**config.mk**
```make
export PLATFORM = sky130hd
export DESIGN_NAME = instruction_fetch_unit
export DESIGN_NICKNAME = d
export VERILOG_FILES = /design/src/rtl/fetch_pkg.sv /design/src/rtl/fetch_predecode.sv /design/src/rtl/instruction_fetch_unit.sv
export SDC_FILE = /design/constraint.sdc
export NUM_CORES = 1
export LEC_CHECK = 0
export ABC_AREA = 1
export CAP_MARGIN = 20
export CORE_AREA = 2 2 122 124
export DETAILED_ROUTE_END_ITERATION = 10
export DIE_AREA = 0 0 124 126
export PLACE_DENSITY = 0.78
export SYNTH_ARGS = -nofsm -noshare
export SYNTH_HDL_FRONTEND = slang
export SYNTH_SLANG_ARGS = --single-unit
export TNS_END_PERCENT = 20
```
**constraint.sdc**
```tcl
create_clock -name clk -period 6.1 [get_ports clk]
set_input_delay 0.915 -clock clk [delete_from_list [all_inputs] [get_ports clk]]
set_output_delay 0.915 -clock clk [all_outputs]
set_load 0.01 [all_outputs]
```
**src/rtl/fetch_pkg.sv**
```systemverilog
// Shared definitions for the fetch front end: opcodes, FSM states and immediate decoders.
package fetch_pkg;

  localparam logic [6:0] OP_JAL    = 7'b1101111;
  localparam logic [6:0] OP_BRANCH = 7'b1100011;

  typedef enum logic [1:0] {
    S_REQ   = 2'd0,
    S_WAIT  = 2'd1,
    S_DRAIN = 2'd2
  } fetch_state_e;

  // J-type immediate, sign-extended to 32 bits
  function automatic logic [31:0] imm_j(input logic [31:0] inst);
    imm_j = {{12{inst[31]}}, inst[19:12], inst[20], inst[30:21], 1'b0};
  endfunction

  // B-type immediate, sign-extended to 32 bits
  function automatic logic [31:0] imm_b(input logic [31:0] inst);
    imm_b = {{20{inst[31]}}, inst[7], inst[30:25], inst[11:8], 1'b0};
  endfunction

endpackage

```
**src/rtl/fetch_predecode.sv**
```systemverilog
// Combinational predecode of a fetched word into a next-PC prediction.
// Backward branches are predicted taken only when FETCH_BTFN_PREDICT_EN is defined.
module fetch_predecode
  import fetch_pkg::*;
(
  input  logic [31:0] inst,
  input  logic [31:0] pc,
  output logic        taken,
  output logic [31:0] target
);

`ifdef FETCH_BTFN_PREDICT_EN
  logic [31:0] b_imm_s;
  assign b_imm_s = imm_b(inst);
`else
  logic unused_b_bits_s;
  assign unused_b_bits_s = ^inst[11:7];
`endif

  // Opcode-based prediction; everything unrecognised falls through to pc+4
  always_comb begin
    taken  = 1'b0;
    target = pc + 32'd4;
    case (inst[6:0])
      OP_JAL: begin
        taken  = 1'b1;
        target = pc + imm_j(inst);
      end
      OP_BRANCH: begin
`ifdef FETCH_BTFN_PREDICT_EN
        if (b_imm_s[31]) begin
          taken  = 1'b1;
          target = pc + b_imm_s;
        end else begin
          taken  = 1'b0;
          target = pc + 32'd4;
        end
`else
        taken  = 1'b0;
        target = pc + 32'd4;
`endif
      end
      default: begin
        taken  = 1'b0;
        target = pc + 32'd4;
      end
    endcase
  end

endmodule

```
**src/rtl/instruction_fetch_unit.sv**
```systemverilog
// Fetch stage: PC register, single-outstanding imem request FSM and instruction-queue push.
// Optional backward-taken branch prediction via FETCH_BTFN_PREDICT_EN (see fetch_predecode).
module instruction_fetch_unit
  import fetch_pkg::*;
#(
  parameter logic [31:0] RESET_PC = 32'h0000_0000
) (
  input  logic        clk,
  input  logic        rstn,
  input  logic        i_redirect,
  input  logic [31:0] i_redirect_pc,
  output logic        o_imem_req_valid,
  input  logic        i_imem_req_ready,
  output logic [31:0] o_imem_addr,
  input  logic        i_imem_rsp_valid,
  input  logic [31:0] i_imem_rsp_data,
  input  logic        i_iq_full,
  output logic        o_iq_wrt_en,
  output logic [31:0] o_iq_wrt_data,
  output logic [31:0] o_iq_wrt_inst_pc,
  output logic        o_iq_wrt_taken,
  output logic [31:0] o_iq_wrt_target
);

  fetch_state_e state_r, state_nxt_s;
  logic [31:0]  pc_r, pc_nxt_s;
  logic         req_valid_s;
  logic         accept_s;
  logic         push_s;
  logic         pd_taken_s;
  logic [31:0]  pd_target_s;
  logic [31:0]  next_pc_s;

  fetch_predecode u_predecode (
    .inst   (i_imem_rsp_data),
    .pc     (pc_r),
    .taken  (pd_taken_s),
    .target (pd_target_s)
  );

  assign req_valid_s = (state_r == S_REQ) & ~i_iq_full;
  assign accept_s    = req_valid_s & i_imem_req_ready;
  assign push_s      = i_imem_rsp_valid & (state_r == S_WAIT) & ~i_redirect;
  assign next_pc_s   = pd_taken_s ? pd_target_s : (pc_r + 32'd4);

  // Next-state and next-PC selection; redirect overrides normal sequencing
  always_comb begin
    state_nxt_s = state_r;
    pc_nxt_s    = pc_r;
    if (i_redirect) begin
      pc_nxt_s = i_redirect_pc;
      case (state_r)
        S_REQ:   state_nxt_s = accept_s ? S_DRAIN : S_REQ;
        S_WAIT:  state_nxt_s = i_imem_rsp_valid ? S_REQ : S_DRAIN;
        S_DRAIN: state_nxt_s = i_imem_rsp_valid ? S_REQ : S_DRAIN;
        default: state_nxt_s = S_REQ;
      endcase
    end else begin
      case (state_r)
        S_REQ: begin
          if (accept_s) begin
            state_nxt_s = S_WAIT;
          end else begin
            state_nxt_s = S_REQ;
          end
        end
        S_WAIT: begin
          if (i_imem_rsp_valid) begin
            state_nxt_s = S_REQ;
            pc_nxt_s    = next_pc_s;
          end else begin
            state_nxt_s = S_WAIT;
          end
        end
        S_DRAIN: begin
          if (i_imem_rsp_valid) begin
            state_nxt_s = S_REQ;
          end else begin
            state_nxt_s = S_DRAIN;
          end
        end
        default: state_nxt_s = S_REQ;
      endcase
    end
  end

  // State and PC registers
  always_ff @(posedge clk or negedge rstn) begin
    if (!rstn) begin
      state_r <= S_REQ;
      pc_r    <= RESET_PC;
    end else begin
      state_r <= state_nxt_s;
      pc_r    <= pc_nxt_s;
    end
  end

  // Outputs are forced low while reset is asserted so nothing leaks during reset
  assign o_imem_req_valid = rstn & req_valid_s;
  assign o_imem_addr      = rstn ? {pc_r[31:2], 2'b00} : 32'h0000_0000;
  assign o_iq_wrt_en      = rstn & push_s;
  assign o_iq_wrt_data    = o_iq_wrt_en ? i_imem_rsp_data : 32'h0000_0000;
  assign o_iq_wrt_inst_pc = o_iq_wrt_en ? pc_r : 32'h0000_0000;
  assign o_iq_wrt_taken   = o_iq_wrt_en & pd_taken_s;
  assign o_iq_wrt_target  = o_iq_wrt_en ? pd_target_s : 32'h0000_0000;

endmodule
```
# Yosys cells after proc, flatten, opt, wreduce, memory -nomap -nowiden
# Cells that the tools add are included.
dict set report op_classes {
  addsub 2
  n_eq_ne 3
  mux 17
  bitwise 9
  n_reduce_logical 5
}
# operator n
set ops {}
lappend ops {{$mux W32} 9}
lappend ops {{$add A32 B3 Y32 const B} 1}
lappend ops {{$add A32 B32 Y32} 1}
lappend ops {{$and A1 B1 Y1} 7}
lappend ops {{$eq A7 B7 Y1 const B} 1}
lappend ops {{$mux W2} 3}
lappend ops {{$pmux W2 S3} 1}
lappend ops {{$pmux W2 S2} 1}
lappend ops {{$reduce_bool A2 Y1} 2}
lappend ops {{$mux W1} 3}
lappend ops {{$eq A2 B1 Y1 const B} 1}
lappend ops {{$eq A2 B2 Y1 const B} 1}
lappend ops {{$logic_not A2 Y1} 1}
lappend ops {{$not A1 Y1} 2}
lappend ops {{$reduce_and A2 Y1} 1}
lappend ops {{$reduce_or A2 Y1} 1}
dict set report word_totals {
  ff_bits 34
  in_bits 70
  output_inout_bits 131
  word_cells 38
}

# Longest topological paths before layout
dict set report depth {
  depth_word 6
  mapped_depth 16
  mapped_depth_nobuf 16
}

# Hierarchy
# A second synthesis with hierarchy kept.
dict set report unflattened {
  cells_unflattened 1356
  hier_area_um2 7128.1
}
# mod n_inst cells_per_inst area_each_um2 seq_area_each_um2
set by_module_without_submodules {}
lappend by_module_without_submodules {instruction_fetch_unit 1 650 3708.6 850.8}
lappend by_module_without_submodules {fetch_predecode 1 706 3419.5 0.0}

# Least setup slack after synthesis
# No wires, ideal clock.
dict set report synth_path {
  kind {input port to output port}
  from {input port i_imem_rsp_data[21]}
  to {output port o_iq_wrt_target[21]}
  arrival_ps 2546
  required_time_ps 5185
  setup_slack_ps 2639
  path_stages 16
  path_cell_list {ha_1 > inv_1 > fa_1 > inv_1 > nand3_1 > nand2_1 > nand2_1 > nand2_1 > nand2_1 > nand2_1 > nand2_1 > nand2_1 > nand2_1 > nand3_1 > nand3_1 > nor2_1}
}
dict set report synth_between {
  elab_chain_cells 3
}
# element line_no
set synth_rtl {}
lappend synth_rtl {{from (decl)} instruction_fetch_unit.sv:16} ;# input logic [31:0] i_imem_rsp_data,
lappend synth_rtl {{$add A32 B32 Y32} fetch_predecode.sv:27} ;# target = pc + imm_j(inst);
lappend synth_rtl {{$mux W32} n/a}
lappend synth_rtl {{$mux W32} instruction_fetch_unit.sv:105} ;# assign o_iq_wrt_target = o_iq_wrt_en ? pd_target_s : 32'h0000_0000;
lappend synth_rtl {{to (decl)} instruction_fetch_unit.sv:22} ;# output logic [31:0] o_iq_wrt_target
# No other way between the ends.

# Worst setup path after layout
# Same ends and word-level chain as after synthesis.

==> summary.txt <==
Timing
  – Fin crit share: 0.7893
  – RSZ-0062 raised after global routing: no
  – Worst Tran Pin Value: 0.8422 ns
  – Final Hold Fails: 0
  – Slew HR: 0.4377
  – Tmin final: 4.814 ns
  – Final worst-path setup slack: 1.286 ns
  – Clock skew: 0.005272 ns
  – Slew Limit Fails: 0
  – Peak Freq: 0.2077 GHz
  – Final setup vio count: 0
  – Setup TNS: 0 ns

Synth
  – Post-Synth XOR/XNOR Area: 0.02541
  – Flops & latches, synth: 34
  – Largest family of logic cells by synthesized area: simple AND/OR/NAND/NOR gates
  – Ranking of synthesized cells by area: nand2_1 25%, dfrtp_1 15%, inv_1 14%, nor2_1 9.7%, ha_1 7.5%
  – Synth Area in Compound Gates: 0.09118
  – Sequential fraction of the synthesis area: 0.1452
  – Top cell type's share of synthesized area: 0.2473
  – Netlist Area Pre-Place: 5859 µm²
  – Post-synth EDFFs: 0
  – Asr flop ratio synth: 1.000
  – Syn Inst Count: 1,117
  – Most common cell in the netlist: nand2_1
  – Largest area contributor in the netlist: nand2_1
  – Main synth FF type: dfrtp_1
  – Simple-gate share of the synthesized area: 0.4881
  – Synth cell types: 44
  – Fraction of the mapped netlist area in adder cells: 0.07816
  – Synth top cells by count: 386 x nand2_1, 223 x inv_1, 152 x nor2_1, 81 x nand3_1, 37 x a21oi_1
  – Mux contribution to synthesized area: 0
  – Avg Cell Area, Syn: 5.246 µm²
  – Ys Warns: 0

Setup path
  – Highest net fanout along the worst path: 4
  – Data arrival, critical path: 3.90 ns
  – WS Path Type: input port to primary output
  – CP bufs+invs: 4
  – Slowest-stage cell, CP: clkdlybuf4s50_1
  – Worst Setup Start Kind: input port
  – Critical path's top delay family: buffers and inverters
  – Setup crit end kind: primary output
  – Worst EP required: 5.18 ns
  – Most used cell, CP: nand2_1
  – Max incr delay on CP: 0.55 ns
  – R2R setup slack: 3.72 ns
  – CP cell instances: clkdlybuf4s50_1 > ha_1 > inv_1 > fa_1 > inv_1 > nand3_1 > nand2_1 > nand2_1 > nand2_1 > nand2_1 > nand2_1 > nand2_1 > nand2_1 > nand2_1 > nand3_1 > nand3_1 > nor2_1 > clkdlybuf4s50_1

CTS
  – CTS tree: yes
  – Clk Latency, worst-skew pair: 0.29 ns
  – Worst-path clk slew: 0.06 ns
  – Clock Tree Buf Depth: 2
  – Setup Buffers After CTS: 0
  – Clock buffer count from CTS: 5
  – CTS resizes: 0
  – H-tree Lvls: 2
  – CTS root buffer: clkbuf_16
  – Post-CTS Hold Buffers: 0
  – Sink Count: 34

Global routing
  – First-pass GRT wire length: 34.96 mm
  – Number of global-route vias before repair: 7,097
  – GRT Overall Usage: 0.2833
  – Initial antenna violation count: 0
  – Total grt overflow: 0
  – Largest net degree at the start of global routing: 65

Status
  – Status: finished clean

Final layout
  – Fin nets: 1,404
  – Synth-to-Final Area Change: 38.50%
  – FILL cells: 1,465
  – Inserted Diodes: 0
  – Core Util, Final: 0.5670
  – Share of cells above drive strength 1: 0.03544
  – Sequential cell area: 850.8 µm²
  – Multi-input combinational cell area: 4011 µm²

Power
  – Max VDD drop: 105.5 µV
  – Leak pwr: 4.384 nW
  – PwrDens: 134.7 nW/µm²

Floorplanning
  – # rows: 44
  – Core Area: 14,310 µm²
  – Die X-Extent: 124 µm
  – Initial Util: 0.4094
  – # IOs: 201
  – Die area: 15,620 µm²
  – DIE HEIGHT: 126 µm

Job
  – Max cap viols: 0

Routing
  – Final ANT Viol Nets: 0
  – Total number of vias: 7,379
  – DR pass1 iterations: 5
  – 1st-iter DRT viols: 557
  – Final wirelength: 21.66 mm
  – Drt wl/cell: 14.62 µm
  – # DRC: 0
  – Routed vias/inst: 4.979

Placed design
  – Port Buffers: 198
  – Pre-CTS setup slack: 1.244 ns
  – Gp weighted congestion: 0.9602
  – Hpwl dp: 17.50 mm

Hold path
  – Hold crit path type: flip-flop to flip-flop
[sequential cells by signal, summed over array words and instances, names as in the netlist]
signal / count
pc_r: 32
state_r: 2
[metrics by stage]
step / instances / hold slack (ns) / total power (W) / cell area [µm²]
after floorplan: 1118 / 0.4913 / 0.0006372 / 5863
after global placement: 1474 / 0.5096 / 0.0008278 / 7959
after detailed placement: 1474 / 0.5263 / 0.0008353 / 7959
after CTS: 1481 / 0.5366 / 0.001089 / 8095
after global routing: 1482 / 0.5793 / 0.001176 / 8115
final: 1482 / 0.5411 / 0.001093 / 8115
[path summary, 6_finish.rpt]
| check | cells after the start | startpoint | to |
|---|---|---|---|
| worst max register to register | 15 | pc_r[1] | pc_r[21] |
| worst min-delay path | 2 | pc_r[0] | pc_r[0] |
| min in group asynchronous | 2 | rstn | state_r[0] |
| worst max-delay path | 18 | i_imem_rsp_data[21] | o_iq_wrt_target[21] |
| max in group asynchronous | 2 | rstn | pc_r[31] |
| worst min register to register | 2 | pc_r[0] | pc_r[0] |
[report_power, final]
| group | leakage (nW) | total (W) | switching (W) | internal, W |
|---|---|---|---|---|
| Sequential | 0.416 | 0.000301 | 0.0000527 | 0.000248 |
| Combinational | 3.91 | 0.000539 | 0.000324 | 0.000215 |
| Clock | 0.0629 | 0.000253 | 0.000104 | 0.000149 |
| Total | 4.38 | 0.00109 | 0.000481 | 0.000612 |
[area by class of cell]
class,instances,share of cell area
Clock buffer,6,0.01588
Clock inverter,1,0.0009251
Inverter,227,0.1050
Multi-Input combinational cell,826,0.4943
Sequential cell,34,0.1048
Tap cell,184,0.02837
Timing Repair Buffer,204,0.2507
[worst register-to-register path: cells and delay by family (launching register included)]
| family | cells | cell delay [ns] |
|---|---|---|
| buf+inv | 2 | 0.18 |
| flops | 1 | 0.39 |
| fa+ha+maj | 2 | 0.64 |
| simple gates | 11 | 1.05 |
[logic make-up (layout without fill, tap and decap cells)]
logic type	after synthesis	in the layout
other	1	2
AND/OR/NAND/NOR	679	679
flip-flops	34	34
adder cells (fa/ha/maj)	36	36
buffers and inverters	258	438
XOR/XNOR	17	17
AO/OA/AOI/OAI	92	92
[per-layer routing]
layer | part of all wire | routed length [µm] | up-vias | track usage
li1 | - | - | 3770 | -
met3 | 0.076 | 1650 | 45 | 0.03080
met1 | 0.45 | 9647 | 3258 | 0.3984
met5 | 0 | 0 | - | 0
met2 | 0.45 | 9761 | 306 | 0.4541
met4 | 0.028 | 601 | 0 | 0.08658
[placed cells by master, fill, tap and decap left out, drive strengths merged, types with 3 or more instances in the layout]
| cell type | n |
|---|---|
| nand4 | 10 |
| inv | 226 |
| or2 | 4 |
| o21ai | 27 |
| o211ai | 16 |
| nor3 | 20 |
| ha | 35 |
| nand2 | 393 |
| o21bai | 5 |
| a21oi | 37 |
| clkbuf | 6 |
| xor2 | 14 |
| xnor2 | 3 |
| clkdlybuf4s50 | 197 |
| nor2 | 159 |
| nand3 | 85 |
| nand3b | 4 |
| buf | 7 |
| dfrtp | 34 |
Power figures use the tool's default switching activity.
